**src/rtl/wb_pkg.sv**
```systemverilog
// Shared types and default widths for the writeback arbiter and its result FIFO.
package wb_pkg;

    localparam int XLEN_DEF = 32;
    localparam int AW_DEF   = 5;

    typedef struct packed {
        logic [AW_DEF-1:0]   addr;
        logic [XLEN_DEF-1:0] data;
    } wb_entry_t;

endpackage

```
**src/rtl/wb_fifo.sv**
```systemverilog
// Writeback result FIFO: two write ports (port 0 is older), one read port,
// exposes every slot and an occupancy mask so pending-register lookups can scan it.
module wb_fifo
    import wb_pkg::*;
#(
    parameter int  DEPTH   = 4,
    parameter type entry_t = wb_entry_t,
    localparam int PW      = $clog2(DEPTH),
    localparam int CW      = PW + 1
) (
    input  logic                   clk_i,
    input  logic                   rst_ni,
    input  logic                   wr0_en,
    input  entry_t                 wr0_data,
    input  logic                   wr1_en,
    input  entry_t                 wr1_data,
    input  logic                   rd_en,
    output entry_t                 rd_data,
    output logic [CW-1:0]          count,
    output logic [PW-1:0]          head,
    output entry_t [DEPTH-1:0]     entries,
    output logic [DEPTH-1:0]       occupied
);

    entry_t          mem [DEPTH];
    logic [PW-1:0]   rd_ptr;
    logic [PW-1:0]   wr_ptr;
    logic            pop;
    logic [PW-1:0]   offset;

    assign pop = rd_en && (count != '0);

    // Storage is not reset; occupancy comes only from pointers and count.
    always_ff @(posedge clk_i) begin
        if (wr0_en) mem[wr_ptr] <= wr0_data;
        if (wr1_en) mem[wr_ptr + PW'(1)] <= wr1_data;
    end

    always_ff @(posedge clk_i or negedge rst_ni) begin
        if (!rst_ni) begin
            rd_ptr <= '0;
            wr_ptr <= '0;
            count  <= '0;
        end else begin
            if (pop) rd_ptr <= rd_ptr + PW'(1);
            wr_ptr <= wr_ptr + PW'(wr0_en) + PW'(wr1_en);
            count  <= count + CW'(wr0_en) + CW'(wr1_en) - CW'(pop);
        end
    end

    always_comb begin
        offset = '0;
        for (int i = 0; i < DEPTH; i++) begin
            offset      = PW'(i) - rd_ptr;
            occupied[i] = {1'b0, offset} < count;
            entries[i]  = mem[i];
        end
    end

    assign rd_data = mem[rd_ptr];
    assign head    = rd_ptr;

endmodule

```
**src/rtl/wb_arbiter.sv**
```systemverilog
// Writeback arbiter: merges ALU and LSU results into the regfile write port via wb_fifo.
// Optional WB_BYPASS_EN: a lone result arriving at an empty FIFO is written in the same cycle.
module wb_arbiter
    import wb_pkg::*;
#(
    parameter int DEPTH = 4,
    parameter int XLEN  = XLEN_DEF,
    parameter int AW    = AW_DEF
) (
    input  logic            clk_i,
    input  logic            rst_ni,
    input  logic            alu_valid_i,
    input  logic [AW-1:0]   alu_rd_addr_i,
    input  logic [XLEN-1:0] alu_rd_data_i,
    output logic            alu_ready_o,
    input  logic            lsu_valid_i,
    input  logic [AW-1:0]   lsu_rd_addr_i,
    input  logic [XLEN-1:0] lsu_rd_data_i,
    output logic            lsu_ready_o,
    output logic            rd_wren_o,
    output logic [AW-1:0]   rd_addr_o,
    output logic [XLEN-1:0] rd_data_o,
    input  logic [AW-1:0]   rs1_addr_i,
    input  logic [AW-1:0]   rs2_addr_i,
    output logic            rs1_pending_o,
    output logic            rs2_pending_o,
    output logic [XLEN-1:0] rs1_fwd_data_o,
    output logic [XLEN-1:0] rs2_fwd_data_o
);

    localparam int PW = $clog2(DEPTH);
    localparam int CW = PW + 1;

    typedef struct packed {
        logic [AW-1:0]   addr;
        logic [XLEN-1:0] data;
    } entry_t;

    logic [CW-1:0]        count;
    logic [PW-1:0]        head;
    entry_t               head_entry;
    entry_t [DEPTH-1:0]   entries;
    logic [DEPTH-1:0]     occupied;
    logic                 pop;
    logic [CW:0]          free;
    logic                 lsu_acc, alu_acc;
    logic                 byp_lsu, byp_alu;
    logic                 lsu_push, alu_push;
    logic                 wr0_en, wr1_en;
    entry_t               wr0_data, wr1_data;
    logic [PW-1:0]        idx;

    assign pop  = (count != '0);
    assign free = (CW+1)'(DEPTH) - {1'b0, count} + (CW+1)'(pop);

    // LSU has priority: the ALU needs a second free slot whenever the LSU is offering.
    assign lsu_ready_o = free >= (CW+1)'(1);
    assign alu_ready_o = free >= (lsu_valid_i ? (CW+1)'(2) : (CW+1)'(1));

    assign lsu_acc = lsu_valid_i && lsu_ready_o;
    assign alu_acc = alu_valid_i && alu_ready_o;

`ifdef WB_BYPASS_EN
    // Gated by rst_ni so the write port stays quiet while reset is held.
    assign byp_lsu = rst_ni && (count == '0) && lsu_valid_i && !alu_valid_i && (lsu_rd_addr_i != '0);
    assign byp_alu = rst_ni && (count == '0) && alu_valid_i && !lsu_valid_i && (alu_rd_addr_i != '0);
`else
    assign byp_lsu = 1'b0;
    assign byp_alu = 1'b0;
`endif

    // x0 results are accepted but dropped here so they never occupy a slot.
    assign lsu_push = lsu_acc && (lsu_rd_addr_i != '0) && !byp_lsu;
    assign alu_push = alu_acc && (alu_rd_addr_i != '0) && !byp_alu;

    assign wr0_en   = lsu_push || alu_push;
    assign wr0_data = lsu_push ? entry_t'{lsu_rd_addr_i, lsu_rd_data_i}
                               : entry_t'{alu_rd_addr_i, alu_rd_data_i};
    assign wr1_en   = lsu_push && alu_push;
    assign wr1_data = entry_t'{alu_rd_addr_i, alu_rd_data_i};

    wb_fifo #(
        .DEPTH   (DEPTH),
        .entry_t (entry_t)
    ) u_fifo (
        .clk_i    (clk_i),
        .rst_ni   (rst_ni),
        .wr0_en   (wr0_en),
        .wr0_data (wr0_data),
        .wr1_en   (wr1_en),
        .wr1_data (wr1_data),
        .rd_en    (pop),
        .rd_data  (head_entry),
        .count    (count),
        .head     (head),
        .entries  (entries),
        .occupied (occupied)
    );

    always_comb begin
        rd_wren_o = 1'b0;
        rd_addr_o = '0;
        rd_data_o = '0;
        if (pop) begin
            rd_wren_o = 1'b1;
            rd_addr_o = head_entry.addr;
            rd_data_o = head_entry.data;
        end else if (byp_lsu) begin
            rd_wren_o = 1'b1;
            rd_addr_o = lsu_rd_addr_i;
            rd_data_o = lsu_rd_data_i;
        end else if (byp_alu) begin
            rd_wren_o = 1'b1;
            rd_addr_o = alu_rd_addr_i;
            rd_data_o = alu_rd_data_i;
        end
    end

    // Walk oldest to youngest from the head so the last hit is the youngest write.
    always_comb begin
        rs1_pending_o  = 1'b0;
        rs2_pending_o  = 1'b0;
        rs1_fwd_data_o = '0;
        rs2_fwd_data_o = '0;
        idx            = '0;
        for (int a = 0; a < DEPTH; a++) begin
            idx = head + PW'(a);
            if (occupied[idx] && (rs1_addr_i != '0) && (entries[idx].addr == rs1_addr_i)) begin
                rs1_pending_o  = 1'b1;
                rs1_fwd_data_o = entries[idx].data;
            end
            if (occupied[idx] && (rs2_addr_i != '0) && (entries[idx].addr == rs2_addr_i)) begin
                rs2_pending_o  = 1'b1;
                rs2_fwd_data_o = entries[idx].data;
            end
        end
    end

endmodule

```
**config.mk**
```make
export PLATFORM = sky130hd
export DESIGN_NAME = wb_arbiter
export DESIGN_NICKNAME = d
export VERILOG_FILES = /design/src/rtl/wb_pkg.sv /design/src/rtl/wb_fifo.sv /design/src/rtl/wb_arbiter.sv
export SDC_FILE = /design/constraint.sdc
export NUM_CORES = 1
export LEC_CHECK = 0
export CAP_MARGIN = 20
export CORE_ASPECT_RATIO = 1.1
export CORE_MARGIN = 2
export CORE_UTILIZATION = 52
export DETAILED_ROUTE_END_ITERATION = 16
export PLACE_DENSITY = 0.79
export SYNTH_ARGS = -nofsm -noshare
export SYNTH_HDL_FRONTEND = slang
export SYNTH_HIERARCHICAL = 1
export SYNTH_SLANG_ARGS = --single-unit
export TNS_END_PERCENT = 20
```
**constraint.sdc**
```tcl
create_clock -name clk_i -period 6.05 [get_ports clk_i]
set_input_delay 0.605 -clock clk_i [delete_from_list [all_inputs] [get_ports clk_i]]
set_output_delay 0.605 -clock clk_i [all_outputs]
set_load 0.005 [all_outputs]
```
==> results.toml, run 1 <==
[status]
status = "completed"

[die]
core_um2 = 27900
die_y_um = 181
rows = 64
ios = 194
fp.dieW_um = 165
start_util = 0.531
die-area_um2 = 29900

[clock_network]
postCtsHoldBufs = 0
cts_root_buf = "clkbuf_16"
cts_setup_buffers = 0
cts.htree.levels = 4
clock_latency_ps = 430
cts_sinks = 155
cts_tree = "yes"
cts_buffer_depth = 2
numCtsBuffers = 17
clk_pin_slew_ps = 60
cts-resized-gates = 0

[power]
switching_share = 0.421
p_clk_frac = 0.103
p_seq_frac = 0.219
p_leak_nw = 5.83
p_switching_w = 0.00448
internal_power_w = 0.00617
ir_drop_v = 0.000357
pwr-share-comb = 0.677
powerDensity_nw_per_um2 = 609

[cells_and_area]
drive_gt1_frac = 0.296
nFillCells = 2098
fin_cells = 1707
syn_to_final_growth_pct = 17.8
num_antenna_cells = 0
fin_nets = 1431

[sta]
relSlewSlack = 0.230
finalMaxSlewViolations = 0
hold_viol_final = 0
setup_viol = 0
fin_tns_setup_ps = 0
max_freq_mhz = 176
rsz0062_at_grt = "false"
min_period_ps = 5690
worst_pin_slew_ps = 1150
skew_ps = 8.33
fin_crit_sh = 0.941

[global_route]
grt_antenna_before_repair = 0
grtUsageTotal = 0.289
grt_use_met1 = 0.368
busiest_layer = "met2"
grt.overflow.total = 0
grt_max_degree = 69
grt_pass1_wl_um = 65700
met3_usage = 0.0556
grt_pass1_vias = 11600
grtUsageMet2 = 0.467

[critical_path]
cp.arrival_ps = 5090
cp-start-kind = "flip-flop"
critPathMaxFanout = 51
critPathLaunch = "u_fifo/head[1]"
critPathKind = "reg -> out"
required_ps = 5440
r2r-start = "u_fifo/count[0]"
cp-end-kind = "output port"

[yosys]
yosysTopAreaCellShare = 0.299
seq_area_frac_synth = 0.311
synth_edf_count = 148
syn_nets = 1321
synth_most_common_cell = "edfxtp_1"
synth_area_leader_cell = "edfxtp_1"
yosys_register_bits = 155
async_reset_ff_frac = 0.0452
synth_top_flop_cell = "edfxtp_1"
ys_types = 52
synthTopCellsByCount = "edfxtp_1 (148), mux4_2 (139), mux2_2 (133)"
post_synth_instance_area_um2 = 14800
syn_inst = 1221
synthTopCellsByArea = "edfxtp_1 (30%), mux4_2 (21%), mux2_2 (10%), mux2i_1 (3.7%), mux2_1 (3.3%)"
synth.avg_cell_area_um2 = 12.2
yosysWarnings = 6

[job]
maxCapViolations = 0

[place]
port_buffers = 193
dp_cells = 1675
dp_hpwl_um = 27500
gp_congestion = 0.892

[route]
vias = 12000
wl_per_cell_um = 25.4
wl_um = 43300
final_antenna_net_count = 0
avgViaCountPerCell = 7.01
initialDrtViolationCount = 1252
dr.pass1.iters = 7
drc = 0

[worst_hold_path]
hold_path_class = "in -> async"
-- worst max-delay path, cell delays in order, from the launching register on --
cell and delay [ps]:
dfrtp_4 870, xor2_1 250, inv_1 70, ha_1 270, a21oi_1 50, or2_2 280, mux2i_1 180, mux2i_1 130
nand3_1 390, o211a_1 700, buf_4 350, a221oi_1 100, o31ai_1 420, clkdlybuf4s50_1 580
-- final timing paths --
check,slack (ps),to,cells past startpoint
worst max-delay path,360,rs2_fwd_data_o[0],13
worst min-delay path,440,u_fifo/wr_ptr[0],1
max in group asynchronous,5310,u_fifo/head[1],1
worst min register to register,690,u_fifo/count[2],1
worst max register to register,1900,u_fifo/mem[3][10],9
min in group clk_i,690,u_fifo/count[2],1
-- sequential cells by signal, indices dropped and copies added (netlist names) --
signal and count:
u_fifo/mem 148, u_fifo/count 3, u_fifo/head 2, u_fifo/wr_ptr 2
-- cell usage in the layout, fill, tap and decap left out, types with 14 or more instances in the layout --
master / count
a211oi_1: 15
a21oi_1: 30
a221oi_1: 26
a221oi_2: 28
a31oi_1: 30
buf_4: 26
clkbuf_16: 17
clkdlybuf4s50_1: 193
edfxtp_1: 148
inv_1: 17
mux2_1: 43
mux2_2: 133
mux2_4: 19
mux2i_1: 55
mux4_2: 139
nand2_1: 44
nor2_1: 93
nor2b_1: 50
nor3_1: 15
nor3b_1: 25
o31ai_1: 26
xnor2_1: 33
xor2_1: 14
-- cell type report --
type | instances | area (um^2) | share of cell area
clock buffers | 19 | 433 | 0.0248
clock inverters | 13 | 168 | 0.00959
inverters | 18 | 67.6 | 0.00386
multi-input cells | 920 | 9610 | 0.550
flip-flops and latches | 155 | 4630 | 0.265
well taps | 363 | 454 | 0.0260
repair buffers | 219 | 2130 | 0.122
-- metal layers --
metal | vias to the layer above | routed length [um]
met5 | - | 0
met3 | 168 | 4040
met2 | 745 | 21200
met1 | 5976 | 16100
li1 | 5085 | -
met4 | 0 | 1970
-- cells by family after synthesis --
group / synth area share
flops: 0.311
xor+xnor: 0.0277
simple gates: 0.0975
mux: 0.401
buf+inv: 0.0481
fa+ha+maj: 0.0116
compound gates: 0.103
-- per-stage QoR --
stage                     setup WS [ps]  power [W]  utilization  hold WS, ps  instance area, um^2
after floorplan                   -28.9    0.00697            -          309                14900
after global placement             1010    0.00927        0.604          634                16900
after detailed placement            918    0.00941        0.604          664                16900
after CTS                           455     0.0106        0.626          448                17500
after global routing                172     0.0112        0.626          454                17500
final                               359     0.0106        0.626          442                17500
-- power groups by stage --
stage / combinational (W) / sequential, W / clock, W
floorplan: 0.00488 / 0.00209 / 0
global placement: 0.00699 / 0.00228 / 0
detailed placement: 0.00708 / 0.00233 / 0
CTS: 0.00715 / 0.00232 / 0.00112
global route: 0.00766 / 0.00240 / 0.00115
finish: 0.00721 / 0.00233 / 0.00110
No activity file was read; power rests on OpenSTA's default activity.
==> inputs of run 2 (changes only) <==
--- a/config.mk
+++ b/config.mk
@@ -7,7 +7,6 @@
 export LEC_CHECK = 0
 export CAP_MARGIN = 20
 export CORE_ASPECT_RATIO = 1.1
-export CORE_MARGIN = 2
 export CORE_UTILIZATION = 52
 export DETAILED_ROUTE_END_ITERATION = 16
 export PLACE_DENSITY = 0.79
==> results.toml, run 2 (synthesis results as in run 1) <==
[route]
vias = 11900
avgViaCountPerCell = 6.94
wl_um = 43000
initialDrtViolationCount = 1341
dr.pass1.iters = 8
wl_per_cell_um = 25.1
drc = 0
final_antenna_net_count = 0

[place]
port_buffers = 193
place_area_um2 = 16900
gp_congestion = 0.854
dp_slack_ps = 1210
dp_hpwl_um = 28100

[sta]
min_period_ps = 5490
setup_viol = 0
hold_viol_final = 0
relSlewSlack = 0.302
fin_tns_setup_ps = 0
finalMaxSlewViolations = 0
rsz0062_at_grt = "false"
max_freq_mhz = 182
worst_pin_slew_ps = 1050
skew_ps = 10.8
fin_crit_sh = 0.907
layout_setup_ws_ps = 563

[clock_network]
cts_tree = "yes"
clk_pin_slew_ps = 70
postCtsHoldBufs = 0
cts.htree.levels = 4
cts_buffer_depth = 2
cts_sinks = 155
cts_setup_buffers = 0
numCtsBuffers = 17
cts-resized-gates = 0
clock_latency_ps = 430
cts_root_buf = "clkbuf_16"

[power]
p_total_w = 0.0107
powerDensity_nw_per_um2 = 610
ir_drop_v = 0.000344
p_leak_nw = 5.86

[global_route]
grt_max_degree = 83
met3_usage = 0.0479
grtUsageTotal = 0.297
grt_pass1_vias = 11500
grt_use_met1 = 0.380
grt_antenna_before_repair = 0
grt_pass1_wl_um = 65400
busiest_layer = "met2"
grt.overflow.total = 0
grtUsageMet2 = 0.489

[critical_path]
r2r-start = "u_fifo/count[0]"
critPathKind = "reg -> out"
required_ps = 5440
r2r_setup_slack_ps = 1370
critPathMaxFanout = 36
cp-start-kind = "flip-flop"
critPathLaunch = "u_fifo/head[1]"
cp-end-kind = "output port"
cp.arrival_ps = 4880

[job]
maxCapViolations = 0

[cells_and_area]
stdcell_area_um2 = 17600
num_antenna_cells = 0
final_cell_mix = "clkdlybuf4s50_1 (193), edfxtp_1 (148), mux4_2 (139), mux2_2 (133), nor2_1 (93)"
syn_to_final_growth_pct = 18.3
final_common_cell = "clkdlybuf4s50_1"
fin_nets = 1434
largest_register_ffs = 148
top_regs = "u_fifo/mem: 148 flops, u_fifo/count: 3 flops"
drive_gt1_frac = 0.298
regMostFlops = "u_fifo/mem"

[die]
fp.dieW_um = 163
ios = 194
die_y_um = 179
core_um2 = 27900
start_util = 0.531
rows = 64
die-area_um2 = 29200

[worst_hold_path]
hold_path_class = "in -> async"

[status]
status = "completed"
## run 2: worst max-delay path, cell delays in order (launching register included)
cell and delay, ps:
dfrtp_4 760, xor2_1 240, inv_1 60, ha_1 270
a21oi_1 60, or2_2 280, mux2i_1 180, mux2i_1 150
nand3_1 390, o211a_1 570, buf_4 330, a221oi_1 110
o31ai_1 430, clkdlybuf4s50_1 590
## run 2: where the power goes
group	switching, W	internal (W)
sequential	0.000510	0.00180
clock	0.000468	0.000709
combinational	0.00351	0.00372
total	0.00449	0.00623
## run 2: final cells by class
cell class | count | area, um^2
clock buffers | 20 | 447
clock inverters | 12 | 188
fillers | 2101 | 10400
inverters | 18 | 67.6
multi-input cells | 920 | 9610
flip-flops and latches | 155 | 4630
well taps | 363 | 454
repair buffers | 222 | 2170
## run 2: worst paths after layout
check,endpoint,cells after the start
max,rs2_fwd_data_o[21],13
min,u_fifo/wr_ptr[1],1
max reg2reg,u_fifo/mem[0][25],11
min reg2reg,u_fifo/count[2],1
max in group asynchronous,u_fifo/head[1],1
min in group clk_i,u_fifo/count[2],1
## run 2: per-layer routing
metal  part of all wire  up-vias  routed length (um)
li1                   -     5091                   -
met4              0.050        0                2140
met3              0.088      148                3800
met1               0.38     5887               16200
met2               0.49      748               20900
met5                  0        -                   0
## run 2: through the flow
stage | std cells | hold WS [ps] | util
final | 1710 | 422 | 0.629
after global routing | 1710 | 450 | 0.629
after CTS | 1710 | 429 | 0.629
after detailed placement | 1678 | 666 | 0.606
after global placement | 1678 | 647 | 0.606
after floorplan | 1221 | 309 | -
